$ cat src/rtl/iu_div_pkg.sv
// rtl/iu_div_pkg.sv - shared opcodes, state encoding, flag indices and saturation values for iu_divider
package iu_div_pkg;

    localparam logic [5:0] OP_UDIV   = 6'b001110;
    localparam logic [5:0] OP_SDIV   = 6'b001111;
    localparam logic [5:0] OP_UDIVCC = 6'b011110;
    localparam logic [5:0] OP_SDIVCC = 6'b011111;

    typedef enum logic [1:0] {
        ST_IDLE = 2'd0,
        ST_PREP = 2'd1,
        ST_ITER = 2'd2,
        ST_FIX  = 2'd3
    } state_t;

    localparam int FLAG_N = 3;
    localparam int FLAG_Z = 2;
    localparam int FLAG_V = 1;
    localparam int FLAG_C = 0;

    localparam logic [31:0] SAT_UNSIGNED = 32'hFFFF_FFFF;
    localparam logic [31:0] SAT_POS      = 32'h7FFF_FFFF;
    localparam logic [31:0] SAT_NEG      = 32'h8000_0000;

    function automatic logic op_legal(input logic [5:0] op);
        return (op == OP_UDIV) || (op == OP_SDIV) || (op == OP_UDIVCC) || (op == OP_SDIVCC);
    endfunction

endpackage

$ cat src/rtl/iu_div_step.sv
// rtl/iu_div_step.sv - one restoring-division step: 33-bit trial subtract of {rem, msb} minus divisor
module iu_div_step
    import iu_div_pkg::*;
(
    input  logic [31:0] rem,
    input  logic        msb,
    input  logic [31:0] divisor,
    output logic [31:0] rem_next,
    output logic        q_bit
);

    logic [31:0] shifted;
    logic [31:0] diff;
    logic        borrow;

    // The 33rd trial bit is rem[31]; when set, the trial cannot go negative and
    // the low 32 bits of the subtraction are the new remainder.
    assign shifted        = {rem[30:0], msb};
    assign {borrow, diff} = {1'b0, shifted} - {1'b0, divisor};
    assign q_bit          = rem[31] | ~borrow;
    assign rem_next       = q_bit ? diff : shifted;

endmodule

$ cat src/rtl/iu_divider.sv
// rtl/iu_divider.sv - SPARC V8 UDIV/SDIV(cc) radix-2 restoring divider; IU_DIV_EARLY_OUT_EN enables early exit
module iu_divider
    import iu_div_pkg::*;
(
    input  logic        clk,
    input  logic        rst,
    input  logic        start,
    input  logic [5:0]  op,
    input  logic [31:0] A,
    input  logic [31:0] B,
    input  logic [31:0] Y,
    output logic        busy,
    output logic        done,
    output logic [31:0] rd,
    output logic [3:0]  flags,
    output logic        icc_we,
    output logic        div_zero_trap
);

    state_t state;
    state_t next_state;

    // rem/shift/divisor first hold the raw Y/A/B, then their magnitudes after PREP
    logic [31:0] rem;
    logic [31:0] shift;
    logic [31:0] divisor;
    logic [4:0]  cnt;
    logic        is_signed;
    logic        is_cc;
    logic        neg;
    logic        zero;
    logic        ovf_hi;

    logic        accept;
    logic [63:0] dividend;
    logic [63:0] dvd_mag;
    logic [31:0] dvs_mag;
    logic        zero_c;
    logic        ovf_hi_c;
    logic [31:0] rem_next;
    logic        q_bit;
    logic [31:0] fix_rd;
    logic        fix_v;
    logic [3:0]  fix_flags;

    assign accept = (state == ST_IDLE) && start && op_legal(op);

    assign dividend = {rem, shift};
    assign dvd_mag  = (is_signed && rem[31]) ? -dividend : dividend;
    assign dvs_mag  = (is_signed && divisor[31]) ? -divisor : divisor;
    assign zero_c   = (divisor == 32'd0);
    assign ovf_hi_c = (dvd_mag[63:32] >= dvs_mag);

    iu_div_step u_step (
        .rem      (rem),
        .msb      (shift[31]),
        .divisor  (divisor),
        .rem_next (rem_next),
        .q_bit    (q_bit)
    );

    always_ff @(posedge clk) begin
        if (rst) begin
            state <= ST_IDLE;
        end else begin
            state <= next_state;
        end
    end

    always_comb begin
        next_state = state;
        case (state)
            ST_IDLE: if (accept) next_state = ST_PREP;
            ST_PREP: begin
`ifdef IU_DIV_EARLY_OUT_EN
                if (zero_c || ovf_hi_c) next_state = ST_FIX;
                else                    next_state = ST_ITER;
`else
                next_state = ST_ITER;
`endif
            end
            ST_ITER: if (cnt == 5'd0) next_state = ST_FIX;
            ST_FIX:  next_state = ST_IDLE;
            default: next_state = ST_IDLE;
        endcase
    end

    always_comb begin
        busy   = (state != ST_IDLE);
        fix_rd = shift;
        fix_v  = 1'b0;
        if (!is_signed) begin
            fix_v = ovf_hi;
            if (ovf_hi) fix_rd = SAT_UNSIGNED;
        end else if (neg) begin
            // -2^31 is representable, so only quotients beyond it saturate
            if (ovf_hi || shift > SAT_NEG) begin
                fix_rd = SAT_NEG;
                fix_v  = 1'b1;
            end else begin
                fix_rd = -shift;
            end
        end else if (ovf_hi || shift > SAT_POS) begin
            fix_rd = SAT_POS;
            fix_v  = 1'b1;
        end
        fix_flags         = 4'b0000;
        fix_flags[FLAG_N] = fix_rd[31];
        fix_flags[FLAG_Z] = (fix_rd == 32'd0);
        fix_flags[FLAG_V] = fix_v;
        fix_flags[FLAG_C] = 1'b0;
    end

    always_ff @(posedge clk) begin
        if (rst) begin
            rem       <= '0;
            shift     <= '0;
            divisor   <= '0;
            cnt       <= '0;
            is_signed <= 1'b0;
            is_cc     <= 1'b0;
            neg       <= 1'b0;
            zero      <= 1'b0;
            ovf_hi    <= 1'b0;
        end else begin
            case (state)
                ST_IDLE: begin
                    if (accept) begin
                        rem       <= Y;
                        shift     <= A;
                        divisor   <= B;
                        is_signed <= op[0];
                        is_cc     <= op[4];
                    end
                end
                ST_PREP: begin
                    rem     <= dvd_mag[63:32];
                    shift   <= dvd_mag[31:0];
                    divisor <= dvs_mag;
                    neg     <= is_signed & (rem[31] ^ divisor[31]);
                    zero    <= zero_c;
                    ovf_hi  <= ovf_hi_c;
                    cnt     <= 5'd31;
                end
                ST_ITER: begin
                    rem   <= rem_next;
                    shift <= {shift[30:0], q_bit};
                    cnt   <= cnt - 5'd1;
                end
                default: ;
            endcase
        end
    end

    always_ff @(posedge clk) begin
        if (rst) begin
            done          <= 1'b0;
            icc_we        <= 1'b0;
            div_zero_trap <= 1'b0;
            rd            <= '0;
            flags         <= '0;
        end else begin
            done          <= (state == ST_FIX);
            icc_we        <= (state == ST_FIX) && is_cc && !zero;
            div_zero_trap <= (state == ST_FIX) && zero;
            if (state == ST_FIX && !zero) begin
                rd    <= fix_rd;
                flags <= fix_flags;
            end
        end
    end

endmodule

$ cat config.mk
export PLATFORM = sky130hd
export DESIGN_NAME = iu_divider
export DESIGN_NICKNAME = d
export VERILOG_FILES = /design/src/rtl/iu_div_pkg.sv /design/src/rtl/iu_div_step.sv /design/src/rtl/iu_divider.sv
export SDC_FILE = /design/constraint.sdc
export NUM_CORES = 1
export LEC_CHECK = 0
export CAP_MARGIN = 0
export CORE_ASPECT_RATIO = 1.4
export CORE_MARGIN = 2
export CORE_UTILIZATION = 55
export DETAILED_ROUTE_END_ITERATION = 8
export PLACE_DENSITY = 0.77
export SLEW_MARGIN = 25
export SYNTH_ARGS = -nofsm -noshare
export SYNTH_HDL_FRONTEND = slang
export SYNTH_SLANG_ARGS = --single-unit
$ cat constraint.sdc
create_clock -name clk -period 5.9 [get_ports clk]
set_clock_uncertainty 0.2 [all_clocks]
set_input_delay 1.18 -clock clk [delete_from_list [all_inputs] [get_ports clk]]
set_output_delay 1.18 -clock clk [all_outputs]
set_load 0.005 [all_outputs]
# Yosys cells after proc, flatten, opt, wreduce, memory -nomap -nowiden
# Cells that the tools add are included.
[totals]
ff_bits = 146
output_inout_bits = 40
latch_bits = 0
input_bits = 105
wordCells = 86
romBits = 0
ramBits = 0
mem_count = 0
[op_classes]
shifts = 0
n_reduce_logical = 27
n_mul = 0
bitwise = 4
eq_ne = 10
mux = 22
order_cmp = 3
div = 0
n_addsub = 5
[ops]
columns = ["op", "count"]
rows = [
  ["$mux 32", 10],
  ["$pmux 32 s3", 2],
  ["$logic_not 32->1", 2],
  ["$mux 64", 1],
  ["$neg 32->32", 2],
  ["$neg 64->64", 1],
  ["$pmux 32 s2", 1],
  ["$sub 32x32->33", 1],
  ["$ge 32x32->1", 1],
  ["$gt 32x31->1 const B", 1],
  ["$gt 32x32->1 const B", 1],
  ["$eq 6x4->1 const B", 2],
  ["$eq 6x5->1 const B", 2],
  ["$pmux 5 s2", 1],
  ["$logic_and 1x1->1", 8],
  ["$pmux 2 s4", 1],
  ["$reduce_and 2->1", 4],
  ["$ne 2x2->1 const B", 3],
  ["$reduce_bool 2->1", 3],
  ["$logic_not 5->1", 1],
  ["$logic_or 1x1->1", 5],
  ["$sub 5x1->5 const B", 1],
  ["$eq 2x2->1 const B", 2],
  ["$mux 1", 4],
  ["10 further kinds", 11],
]

# Longest topological paths before layout
[depth]
depth_word = 7
depth_mapped = 20
ltp_nobuf = 20

# Cells and area by module
# A second synthesis with hierarchy kept.
[unflattened]
cells_unflattened = 1801
hier_area_um2 = 12872.3
[by_module_without_submodules]
columns = ["mod", "instances", "cells_each", "area_each_um2"]
rows = [
  ["iu_divider", 1, 1467, 10761.6],
  ["iu_div_step", 1, 334, 2110.8],
]

# Least setup slack after synthesis
# No wires, ideal clock.
[synth_path]
path_type = "register to register"
from = "register shift[9]"
to = "register ovf_hi"
path_buffers = 1
path_slack_ns = 1.703
required_time_ns = 5.567
path_stages_with_launch = 21
synth_period_minus_slack_ns = 4.197
t_arrival_ns = 3.864
path_cell_list = "dfxtp_1 -> clkbuf_1 -> or4_1 -> nor4b_2 -> nand4_1 -> nor3_2 -> nand2b_1 -> o21ai_1 -> o21ai_0 -> xor2_1 -> ha_1 -> a21o_1 -> a21o_1 -> a21o_1 -> a21o_1 -> a21o_1 -> a21o_1 -> a21oi_1 -> nand2_1 -> o211ai_1 -> nand3_1"
[synth_between]
elab_chain_len = 3
[synth_rtl]
columns = ["item", "line_no", "rtl"]
rows = [
  ["start: declaration", "iu_divider.sv:25", "logic [31:0] shift;"],
  ["start signal: assignment", "iu_divider.sv:138", "shift <= dvd_mag[31:0];"],
  ["start signal: assignment", "iu_divider.sv:147", "shift <= {shift[30:0], q_bit};"],
  ["$neg 64->64", "iu_divider.sv:49", "assign dvd_mag = (is_signed && rem[31]) ? -dividend : dividend;"],
  ["$mux 64", "iu_divider.sv:49", ""],
  ["$ge 32x32->1", "iu_divider.sv:52", "assign ovf_hi_c = (dvd_mag[63:32] >= dvs_mag);"],
  ["end signal: assignment", "iu_divider.sv:142", "ovf_hi <= ovf_hi_c;"],
  ["end: declaration", "iu_divider.sv:32", "logic ovf_hi;"],
]
# No other way between the ends. The select of a mux whose other input is x is not followed.
# A chain may end at the register's enable or synchronous reset.

# Worst setup path after layout
[layout_path]
from = "register shift[4]"
to = "register ovf_hi"
# Same word-level chain as after synthesis.

==> metrics.txt <==
run status finished clean; hold path depth 2; syn_nets 1,931; Post-Synthesis Mean Instance Area 7.078 um^2; fmax 0.1976 GHz; Via density 6.563; 1st-iter DRT viols 1,295; I/O pin cnt 145; Post-Layout Cell Count 2,108; worst hold path class reg -> reg; cell taking the most area after synthesis dfxtp_1; total CTS buffers 17; number of I/O port buffers 143; top-count cell post-synth nor2_1; Final Util 64.72%; dpl hpwl 33,180 um; Root Buffer clkbuf_16; Clock transition at path regs 0.07 ns; Post-Place Cells 2,075; CTS Hold Buffers Added 0; Resized cells post-CTS 0; initial antenna violation count 2; top-area cell type share of the netlist area 23.42%; PD cells 673.2 mW/mm^2; most common flop cell mapped by yosys dfxtp_1; H-Tree Depth 4; Worst path slowest cell or4_1; EDFF count, synth 0; Clock Sinks 145; post-CTS setup buffer count 0; hold path startpoint rd[11]; WHS Endpoint rd[11]; row count 65; Die H 181.6 um; Routed WL 46,130 um; DRT antenna net count 0; Synth area leaders dfxtp_1, nor2_1, ha_1; distinct cell type count of the synthesized netlist 81; CP most frequent cell a21o_1; FF-to-FF Start shift[4]; Clock Latency Late Sink 0.45 ns; GRT overflow 0; worst-margin pin slew 1.096 ns; R2R depth 19; GP Congestion 0.9971; vias in the first global route 13,190; Reg area 0.002903 mm^2; pre-CTS WS 0.9628 ns; Die Width 130.9 um; Synth top cells by count nor2_1, a21oi_1, dfxtp_1, nand2_1, clkbuf_1; flops & latches, synth 145; Async SR Flop Fraction 0%; DP Area 0.01386 mm^2; Buf/Inv on CP 0; detailed-route via count 13,830; number of max-cap violations 0; global-route wire length before repair 70,960 um; fillers 2,075; Setup CP Type reg -> reg; drc violations 0; layout overhead on the synthesized area 16.78%; min cycle time layout 5.062 ns; Final Cycle Share 85.79%; startpoint type of the worst setup path flip-flop; largest net degree at the start of global routing 76; Cells after Synth 1,751; crit path cell chain or4_1 -> nor4b_2 -> nand4_1 -> nor3_2 -> nand2b_1 -> o21ai_1 -> o21ai_0 -> xor2_1 -> ha_1 -> a21o_1 -> a21o_1 -> a21o_1 -> a21o_1 -> a21o_1 -> a21o_1 -> a21oi_1 -> nand2_1 -> o211ai_1 -> nand3_1; Final nets 1,973; Post-Syn Area 0.01239 mm^2; Post-Layout Inst Area 0.01447 mm^2; Final setup viols 0; Final WS setup 0.8383 ns; Starting Density 55.42%; Leakage 0.005451 uW; Die ar. 0.02377 mm^2; crit-path max cell delay 0.68 ns; footprint of the multi-input gates 0.008771 mm^2; Largest delay share family, worst path simple AND/OR/NAND/NOR gates; VDD IR-drop max 0.5512 mV; RR Endpoint ovf_hi; normalized max-slew margin 26.64%; CTS tree done; yosys warns 0; DR pass1 iterations 8; Fin. Hold Viols 0; Critical Path RT 6.03 ns; Final Max Tran Viols 0; register area share after synthesis 23.42%; Core Footprint 0.02237 mm^2; R2R Setup Slk 0.84 ns; CP arrival 5.19 ns; share of post-route cells with drive strength above 1 5.316%; CP max FO 17; total negative slack 0 ns; clk buf depth 2; average wire per standard cell 21.88 um; CP Capture Type flip-flop; RSZ-0062 raised after global routing false; GRT Overall Usage 38.50%
-- final cells by class --
| cell class | instances | area share (%) |
|---|---|---|
| Antenna cell | 1 | 0.01729 |
| Clock inverter | 14 | 1.124 |
| Sequential cell | 145 | 20.06 |
| Inverter | 58 | 1.504 |
| Timing Repair Buffer | 166 | 11.07 |
| Multi-Input combinational cell | 1405 | 60.60 |
| Tap cell | 301 | 2.602 |
| Clock buffer | 18 | 3.034 |
-- logic make-up (layout without fill, tap and decap cells) --
| logic type | after synthesis | after routing | synth area share [%] |
|---|---|---|---|
| simple gates | 672 | 672 | 26.13 |
| mux | 11 | 11 | 0.9186 |
| compound gates | 545 | 545 | 28.40 |
| flops | 145 | 145 | 23.42 |
| other cells | 1 | 2 | 0.03026 |
| buf+inv | 201 | 256 | 6.339 |
| xor+xnor | 101 | 101 | 7.137 |
| fa+ha+maj | 75 | 75 | 7.632 |
-- routing by layer --
| layer | global-route usage (%) | up-vias | wire, um |
|---|---|---|---|
| li1 | - | 6459 | - |
| met1 | 40.76 | 6409 | 16380 |
| met2 | 63.96 | 714 | 21970 |
| met3 | 8.869 | 248 | 3473 |
| met4 | 31.53 | 4 | 4282 |
| met5 | 0 | - | 27 |
-- cells in the final DEF, fill, tap and decap left out, types with 6 or more instances in the layout --
cell type / synthesis / final
a211oi_1: 51 / 51
a21o_1: 26 / 26
a21oi_1: 183 / 182
a221o_1: 6 / 6
a221oi_1: 55 / 54
a22oi_1: 8 / 8
a311oi_1: 7 / 7
a31oi_1: 24 / 24
and2_1: 8 / 8
and3_1: 10 / 10
buf_4: 3 / 24
clkbuf_16: 0 / 17
clkdlybuf4s50_1: 0 / 142
dfxtp_1: 145 / 145
ha_1: 74 / 71
inv_1: 57 / 57
inv_6: 0 / 6
mux2i_1: 8 / 8
nand2_1: 135 / 135
nand2b_1: 25 / 25
nand3_1: 25 / 25
nand4_1: 15 / 15
nor2_1: 254 / 253
nor2b_1: 16 / 15
nor3_1: 80 / 80
nor4_1: 44 / 44
o211ai_1: 21 / 21
o21ai_0: 97 / 96
o21bai_1: 8 / 8
o31ai_1: 13 / 13
or2_2: 7 / 7
or3_1: 12 / 12
or4_1: 7 / 7
xnor2_1: 68 / 68
xor2_1: 33 / 33
-- how the worst max path moves through the flow --
stage	slack (ns)	from	to	depth (start not counted)
floorplan	1.70	shift[9]	ovf_hi	20
global placement	1.02	shift[4]	ovf_hi	19
detailed placement	0.96	shift[4]	ovf_hi	19
CTS	0.93	shift[4]	ovf_hi	19
global route	0.57	shift[4]	ovf_hi	19
finish	0.84	shift[4]	ovf_hi	19
-- flip-flops by register name, indices dropped and copies added, names as in the netlist --
signal / flops
div_zero_trap: 1
is_signed: 1
icc_we: 1
zero: 1
neg: 1
divisor: 32
rd: 32
flags: 2
state: 2
shift: 32
done: 1
cnt: 5
is_cc: 1
ovf_hi: 1
rem: 32
-- worst min-delay path, cell delays in order, from the launching register on --
cell	delay [ns]
dfxtp_1	0.31
nand2_1	0.05
a21oi_1	0.05
-- per-stage QoR --
stage                     total power [uW]  hold slack [ns]
after detailed placement              8366           0.2497
after CTS                             9519           0.2592
after floorplan                       6549           0.2395
final                                 9744           0.2575
after global routing                 10410           0.2820
after global placement                8310           0.2456
-- where the power goes --
group | internal [uW] | total (uW) | leakage [uW] | switching [uW]
clock | 613 | 1140 | 0.000292 | 522
combinational | 2530 | 6950 | 0.00398 | 4420
sequential | 1200 | 1660 | 0.00118 | 462
total | 4340 | 9740 | 0.00545 | 5410
Power figures use the tool's default switching activity.
